--- config.mk ---
export PLATFORM = sky130hd
export DESIGN_NAME = aurora_link_sequencer_flat
export DESIGN_NICKNAME = d
export VERILOG_FILES = /design/src/rtl/aurora_link_sequencer_if.sv /design/src/rtl/aurora_link_sequencer.sv /design/src/flat_wrapper.sv
export SDC_FILE = /design/constraint.sdc
export NUM_CORES = 1
export LEC_CHECK = 0
export CAP_MARGIN = 20
export CORE_UTILIZATION = 45
export DETAILED_ROUTE_END_ITERATION = 12
export GPL_TIMING_DRIVEN = 1
export PLACE_DENSITY = 0.71
export SLEW_MARGIN = 25
export SYNTH_ARGS = -nofsm -noshare
export SYNTH_HDL_FRONTEND = slang
export SYNTH_SLANG_ARGS = --single-unit
export TNS_END_PERCENT = 5
--- constraint.sdc ---
create_clock -name sysClk -period 7.45 [get_ports sysClk]
set_clock_uncertainty 0.05 [all_clocks]
set_input_delay 1.8625 -clock sysClk [delete_from_list [all_inputs] [get_ports sysClk]]
set_output_delay 1.8625 -clock sysClk [all_outputs]
set_load 0.05 [all_outputs]
--- src/rtl/aurora_link_sequencer_if.sv ---
// aurora_link_sequencer_if: control/status bundle between an Aurora core wrapper and its link sequencer
interface aurora_link_sequencer_if;
    logic        enable;
    logic        forceRestart;
    logic        channelUp;
    logic        pmaInit;
    logic        resetPb;
    logic        linkReady;
    logic [2:0]  state;
    logic [7:0]  retryCount;
    logic [15:0] dropCount;
    logic [31:0] upTime;
    modport master (
        input  enable, forceRestart, channelUp,
        output pmaInit, resetPb, linkReady, state, retryCount, dropCount, upTime
    );
    modport slave (
        output enable, forceRestart, channelUp,
        input  pmaInit, resetPb, linkReady, state, retryCount, dropCount, upTime
    );
endinterface

--- src/rtl/aurora_link_sequencer.sv ---
// aurora_link_sequencer: Aurora pmaInit/resetPb bring-up, timeout retry and drop recovery; stats via AURORA_SEQ_STATS_EN
module aurora_link_sequencer #(
    parameter int PMA_INIT_CYCLES = 1024,
    parameter int RESET_PB_HOLD   = 128,
    parameter int LINK_TIMEOUT    = 12500000,
    parameter int DROP_FILTER     = 16,
    parameter int TIMER_WIDTH     = 24
) (
    input logic sysClk,
    input logic sysReset,
    aurora_link_sequencer_if.master link
);
    typedef enum logic [2:0] {IDLE = 3'd0, PMA = 3'd1, PB = 3'd2, WAIT = 3'd3, UP = 3'd4} state_t;
    localparam logic [TIMER_WIDTH-1:0] PMA_LD  = TIMER_WIDTH'(PMA_INIT_CYCLES - 1);
    localparam logic [TIMER_WIDTH-1:0] PB_LD   = TIMER_WIDTH'(RESET_PB_HOLD - 1);
    localparam logic [TIMER_WIDTH-1:0] WAIT_LD = TIMER_WIDTH'(LINK_TIMEOUT - 1);
    localparam logic [TIMER_WIDTH-1:0] DROP_N  = TIMER_WIDTH'(DROP_FILTER);
    state_t state_q, state_d;
    logic [1:0] sync_q;
    logic ch_up_s, expired, restart, timeout;
    logic [TIMER_WIDTH-1:0] timer_q, timer_d, low_run_q, low_run_d, load_val;
    logic [7:0] retry_q, retry_d;
    logic pma_q, pb_q, ready_q;
    assign ch_up_s = sync_q[1];
    assign expired = timer_q == '0;
    always_comb begin
        state_d = state_q;
        restart = 1'b0;
        timeout = 1'b0;
        if (!link.enable)
            state_d = IDLE;
        else if (link.forceRestart && state_q != IDLE) begin
            state_d = PMA;
            restart = 1'b1;
        end else
            case (state_q)
                IDLE: state_d = PMA;
                PMA:  state_d = expired ? PB : PMA;
                PB:   state_d = expired ? WAIT : PB;
                WAIT: begin
                    // a channelUp arriving in the expiry cycle still wins over the retry
                    state_d = ch_up_s ? UP : expired ? PMA : WAIT;
                    timeout = !ch_up_s && expired;
                end
                UP:   state_d = low_run_q == DROP_N ? PMA : UP;
                default: state_d = IDLE;
            endcase
        load_val = state_d == PMA ? PMA_LD : state_d == PB ? PB_LD : state_d == WAIT ? WAIT_LD : '0;
        timer_d = (state_d != state_q || restart) ? load_val : expired ? timer_q : timer_q - 1'b1;
        low_run_d = (state_q == UP && state_d == UP && !ch_up_s) ? low_run_q + 1'b1 : '0;
        retry_d = (timeout && retry_q != 8'hFF) ? retry_q + 8'd1 : retry_q;
    end
    always_ff @(posedge sysClk) begin
        if (sysReset) begin
            state_q   <= IDLE;
            sync_q    <= '0;
            timer_q   <= '0;
            low_run_q <= '0;
            retry_q   <= '0;
            pma_q     <= 1'b1;
            pb_q      <= 1'b1;
            ready_q   <= 1'b0;
        end else begin
            state_q   <= state_d;
            sync_q    <= {sync_q[0], link.channelUp};
            timer_q   <= timer_d;
            low_run_q <= low_run_d;
            retry_q   <= retry_d;
            pma_q     <= state_d == IDLE || state_d == PMA;
            pb_q      <= state_d inside {IDLE, PMA, PB};
            ready_q   <= state_d == UP;
        end
    end
    assign link.state      = state_q;
    assign link.pmaInit    = pma_q;
    assign link.resetPb    = pb_q;
    assign link.linkReady  = ready_q;
    assign link.retryCount = retry_q;
`ifdef AURORA_SEQ_STATS_EN
    logic [15:0] drop_q;
    logic [31:0] up_q;
    logic drop;
    // leaving UP for PMA without a force request can only be a filtered drop
    assign drop = state_q == UP && state_d == PMA && !restart;
    always_ff @(posedge sysClk) begin
        if (sysReset) begin
            drop_q <= '0;
            up_q   <= '0;
        end else begin
            if (drop && drop_q != 16'hFFFF)
                drop_q <= drop_q + 16'd1;
            if (state_d == UP && state_q != UP)
                up_q <= '0;
            else if (state_q == UP && up_q != 32'hFFFF_FFFF)
                up_q <= up_q + 32'd1;
        end
    end
    assign link.dropCount = drop_q;
    assign link.upTime    = up_q;
`else
    assign link.dropCount = '0;
    assign link.upTime    = '0;
`endif
endmodule

--- src/flat_wrapper.sv ---
// flat-port wrapper written by rule: the top's interface ports become plain ports
module aurora_link_sequencer_flat 
#(
    parameter int PMA_INIT_CYCLES = 1024,
    parameter int RESET_PB_HOLD   = 128,
    parameter int LINK_TIMEOUT    = 12500000,
    parameter int DROP_FILTER     = 16,
    parameter int TIMER_WIDTH     = 24
)
  (sysClk, sysReset, link_enable, link_forceRestart, link_channelUp, link_pmaInit, link_resetPb, link_linkReady, link_state, link_retryCount, link_dropCount, link_upTime);
  aurora_link_sequencer_if link_i ();
  input logic sysClk;
  input logic sysReset;
  input wire logic [$bits(link_i.enable)-1:0] link_enable;
  input wire logic [$bits(link_i.forceRestart)-1:0] link_forceRestart;
  input wire logic [$bits(link_i.channelUp)-1:0] link_channelUp;
  output wire logic [$bits(link_i.pmaInit)-1:0] link_pmaInit;
  output wire logic [$bits(link_i.resetPb)-1:0] link_resetPb;
  output wire logic [$bits(link_i.linkReady)-1:0] link_linkReady;
  output wire logic [$bits(link_i.state)-1:0] link_state;
  output wire logic [$bits(link_i.retryCount)-1:0] link_retryCount;
  output wire logic [$bits(link_i.dropCount)-1:0] link_dropCount;
  output wire logic [$bits(link_i.upTime)-1:0] link_upTime;
  assign link_i.enable = link_enable;
  assign link_i.forceRestart = link_forceRestart;
  assign link_i.channelUp = link_channelUp;
  assign link_pmaInit = link_i.pmaInit;
  assign link_resetPb = link_i.resetPb;
  assign link_linkReady = link_i.linkReady;
  assign link_state = link_i.state;
  assign link_retryCount = link_i.retryCount;
  assign link_dropCount = link_i.dropCount;
  assign link_upTime = link_i.upTime;
  aurora_link_sequencer #(.PMA_INIT_CYCLES(PMA_INIT_CYCLES), .RESET_PB_HOLD(RESET_PB_HOLD), .LINK_TIMEOUT(LINK_TIMEOUT), .DROP_FILTER(DROP_FILTER), .TIMER_WIDTH(TIMER_WIDTH)) u_core (.sysClk(sysClk), .sysReset(sysReset), .link(link_i));
endmodule
Yosys cells after proc, flatten, opt, wreduce, memory -nomap -nowiden
Index checks and enable logic that the tools add are counted.
W data, S select, Z words.
{ "classes": {"add_sub_neg": 3, "n_eq_ne": 12, "mux": 18, "bitwise_logic": 1, "reduce_logical": 14} }
{ "op_table": {"columns": ["operator", "count"], "rows": [
  ["$mux W24", 5],
  ["$add A24 B1 Y24 const B", 1],
  ["$eq A24 B5 Y1 const B", 1],
  ["$logic_not A24 Y1", 1],
  ["$sub A24 B1 Y24 const B", 1],
  ["$pmux W3 S5", 1],
  ["$eq A3 B2 Y1 const B", 4],
  ["$mux W3", 4],
  ["$add A8 B1 Y8 const B", 1],
  ["$ne A8 B8 Y1 const B", 1],
  ["$eq A3 B1 Y1 const B", 2],
  ["$eq A3 B3 Y1 const B", 2],
  ["$logic_not A3 Y1", 2],
  ["$mux W1", 6],
  ["$reduce_bool A3 Y1", 2],
  ["$logic_and A1 B1 Y1", 5],
  ["$mux W2", 2],
  ["$ne A3 B3 Y1", 1],
  ["$logic_or A1 B1 Y1", 2],
  ["$ne A2 B2 Y1 const B", 1],
  ["$reduce_or A2 Y1", 1],
  ["$logic_not A1 Y1", 1],
  ["$not A1 Y1", 1]
]} }
{ "totals": {"ff_bits": 64, "in_bits": 5, "output_inout_bits": 62, "word_cells": 56} }

Longest topological paths before layout
{ "depth": {"word_depth": 11, "ltp_mapped": 10, "depth_no_buf": 9} }

Worst setup path after synthesis
No wires, ideal clock.
{ "synth_timing": {"path_type": "input-to-reg", "from": "input link_enable", "to": "register u_core.retry_q[7] (netlist: u_core.link.retryCount[7])", "setup_time_ns": 0.071, "t_arrival_ns": 3.446, "path_slack_ns": 3.883, "stages": 7, "path_buffers": 0, "cell_sequence": "nor2b_1 -> nor2b_1 -> nand3_1 -> nor3_4 -> nand4_1 -> or3_1 -> a21oi_1"} }
{ "synth_via": {"elab_chain_len": 2} }
{ "synth_rtl": {"columns": ["element", "line_no", "text"], "rows": [
  ["start, declared", "flat_wrapper.sv:14", "input wire logic [$bits(link_i.enable)-1:0] link_enable;"],
  ["$mux W1", "aurora_link_sequencer.sv:30", "if (!link.enable)"],
  ["$logic_and A1 B1 Y1", "aurora_link_sequencer.sv:51", "retry_d = (timeout && retry_q != 8'hFF) ? retry_q + 8'd1 : retry_q;"],
  ["end signal, assigned", "aurora_link_sequencer.sv:68", "retry_q <= retry_d;"],
  ["end, declared", "aurora_link_sequencer.sv:22", "logic [7:0] retry_q, retry_d;"]
]} }
Every way passes these cells.
A chain may end at the register's enable or synchronous reset.

Worst setup path in the final report
Same ends and word-level chain as after synthesis.

==> flow_summary.toml <==
[global_route]
grt.total_usage = 0.171
grt.busiest_layer = "met2"
antenna_found_initial = 0
grt_first_pass_wirelength_um = 10500
grtUsageMet3 = 0.0658
grtUsageMet1 = 0.205
grt_max_degree = 26
overflow = 0
grt_pass1_vias = 2326
grtUsageMet2 = 0.278

[cts]
cts-root-buf = "clkbuf_8"
clk_latency_ns = 0.34
cts.sinks = 64
cts_tree = "yes"
clkTransAtPathRegs_ns = 0.07
cts_buffers = 9
cts_resized = 0
cts_hold_buf = 0
cts_max_level = 3
cts_buffer_depth = 2
post-cts-setup-buffer-count = 0

[sta]
rsz0062_at_grt = "no"
hold_ws_ns = 0.389
drv_slew = 0
fin_tns_setup_ns = 0
fin_crit_sh = 0.556
finalSetupViolations = 0
fin_ws_ns = 3.31
slew_headroom = 0.404
period_minus_slack_ns = 4.14
max_freq_mhz = 242
tightest_slew_ns = 0.892
hold_violations = 0

[placed_design]
place_hpwl_um = 4450
port_buffers = 18
pre_cts_ws_ns = 2.87
globalplace.congestion = 0.850

[synth]
synthCells = 401
synth_top_area_share = 0.371
yosysTopAreaCell = "dfxtp_1"
synth_edf_count = 0
avgSynthCellArea_um2 = 8.61
synth_flop_cell = "dfxtp_1"
synth_common_cells = "dfxtp_1 (64), nor2_1 (56), buf_4 (50)"
synth.ff_latch_count = 64
synth.most_common_cell = "dfxtp_1"
async_flop_share = 0
yosys-top-cells-area = "dfxtp_1 (37%), buf_4 (11%), xor2_1 (7.9%), nor2_1 (6.1%), xnor2_1 (4.1%)"
yosysWarnings = 0
synth.distinct_cells = 49
ys_seq_area_frac = 0.371
synth_area_mm2 = 0.00345

[drt]
drt_pass1_iterations = 6
drc = 0
viasPerCell = 4.93
drtAntennaViolNets = 0
num_vias = 2586
post_drt_wl_per_cell_um = 11.8
drt_iter0_markers = 83
wl_um = 6190

[critical_path]
worstPathArrival_ns = 4.34
end_kind = "register"
crit_path_max_fanout = 6
criticalPathCategory = "input pin to register"
path_depth = 8
path_cells = "clkdlybuf4s50_1 > nor2b_1 > nor2b_1 > nand3_1 > nor3_4 > nand4_1 > or3_1 > a21oi_1"
startpoint_type = "input pin"
crit_family = "simple AND/OR/NAND/NOR gates"
slowest_delay_ns = 0.55
cp_slowest_cell = "clkdlybuf4s50_1"
crit_required_ns = 7.65
reg2reg_depth = 9
cp_num_buf_inv = 1
crit_top_cell = "nor2b_1"

[worst_hold_path]
hp-class = "register to register"
whs_path_depth = 1

[run_status]
status = "completed"

[floorplan]
fp.dieW_um = 89.6
die-area_mm2 = 0.00803
core_area_mm2 = 0.00733
ios = 67
initial_utilization = 0.471
fp.dieH_um = 89.6
placementRows = 31

[power]
p_total_w = 0.00118
p_per_area_mw_per_mm2 = 315
vdd_ir_drop_max_mv = 0.109
leakage_nw = 1.39

[flow_run]
cap_violations = 0

[final_layout]
antennaDiodeCount = 0
fillers = 683
layout.nets = 430
area_delta_synth_final_pct = 8.30
drive_above_1_share = 0.0845
-- report_power, final --
part	internal (W)	switching [W]
sequential	0.000383	0.0000459
combinational	0.000165	0.000283
clock	0.000165	0.000137
total	0.000712	0.000466
-- cells in the final DEF, fill, tap and decap left out, types with 2 or more instances in the layout --
cell | netlist | routed
nor4b_1 | 3 | 3
nand4_1 | 9 | 9
a21oi_1 | 11 | 11
nor2_1 | 56 | 56
clkinvlp_4 | 0 | 2
nor3_1 | 14 | 14
o211ai_1 | 2 | 2
or3_1 | 3 | 3
or4_1 | 3 | 3
nand2b_1 | 6 | 6
o21ai_2 | 10 | 10
clkbuf_8 | 0 | 10
ha_1 | 4 | 4
conb_1 | 1 | 48
xor2_1 | 31 | 31
o21ai_0 | 7 | 7
and4b_1 | 2 | 2
nand3_1 | 21 | 21
and4_1 | 2 | 2
a211oi_1 | 2 | 2
nor4_1 | 11 | 11
o32ai_1 | 2 | 2
dfxtp_1 | 64 | 64
inv_1 | 7 | 7
nand2_1 | 27 | 27
xnor2_1 | 16 | 16
and3_1 | 3 | 3
mux2i_1 | 2 | 2
clkdlybuf4s50_1 | 0 | 18
nor2b_1 | 7 | 7
-- through the flow --
step / cell area [um^2] / util / std cells
detailed placement: 3520 / 0.481 / 508
finish: 3740 / 0.510 / 525
global placement: 3520 / 0.481 / 508
global route: 3740 / 0.510 / 525
CTS: 3730 / 0.509 / 524
floorplan: 3630 / - / 448
-- cell type report --
type,count,area (um^2),share of cell area
sequential,64,1280,0.343
clock inverter,6,67.6,0.0181
timing repair buffer,19,191,0.0512
clock buffer,10,138,0.0368
multi-input combinational,320,1910,0.511
inverter,7,26.3,0.00703
tap,99,124,0.0331
-- worst paths after layout --
path | start | to | slack [ns]
max | link_enable | u_core.link.retryCount[7]$_SDFFE_PP0P_ | 3.31
min | u_core.sync_q[0]$_SDFF_PP0_ | u_core.sync_q[1]$_SDFF_PP0_ | 0.39
max reg2reg | u_core.timer_q[0]$_SDFFE_PP0P_ | u_core.timer_q[5]$_SDFFE_PP0P_ | 4.10
min reg2reg | u_core.sync_q[0]$_SDFF_PP0_ | u_core.sync_q[1]$_SDFF_PP0_ | 0.39
-- sequential cells by signal (all words and copies together), names as in the netlist --
register and count:
u_core.link.resetPb 1, u_core.link.retryCount 8, u_core.link.linkReady 1, u_core.sync_q 2, u_core.link.pmaInit 1, u_core.link.state 3, u_core.low_run_q 24, u_core.timer_q 24
-- logic make-up after synthesis --
logic type                 synth area share
DFF                                   0.371
adders and majority gates            0.0145
other                               0.00109
AOI/OAI and AO/OA                    0.0982
xor gates and xnor gates              0.119
muxes                               0.00580
buffers and inverters                 0.126
and+or+nand+nor                       0.264
-- layer usage --
metal | wire [um] | share of wire
met1 | 2940 | 0.47
met2 | 2910 | 0.47
met3 | 284 | 0.046
met4 | 62 | 0.010
met5 | 0 | 0
(Power assumes the default switching activity.)
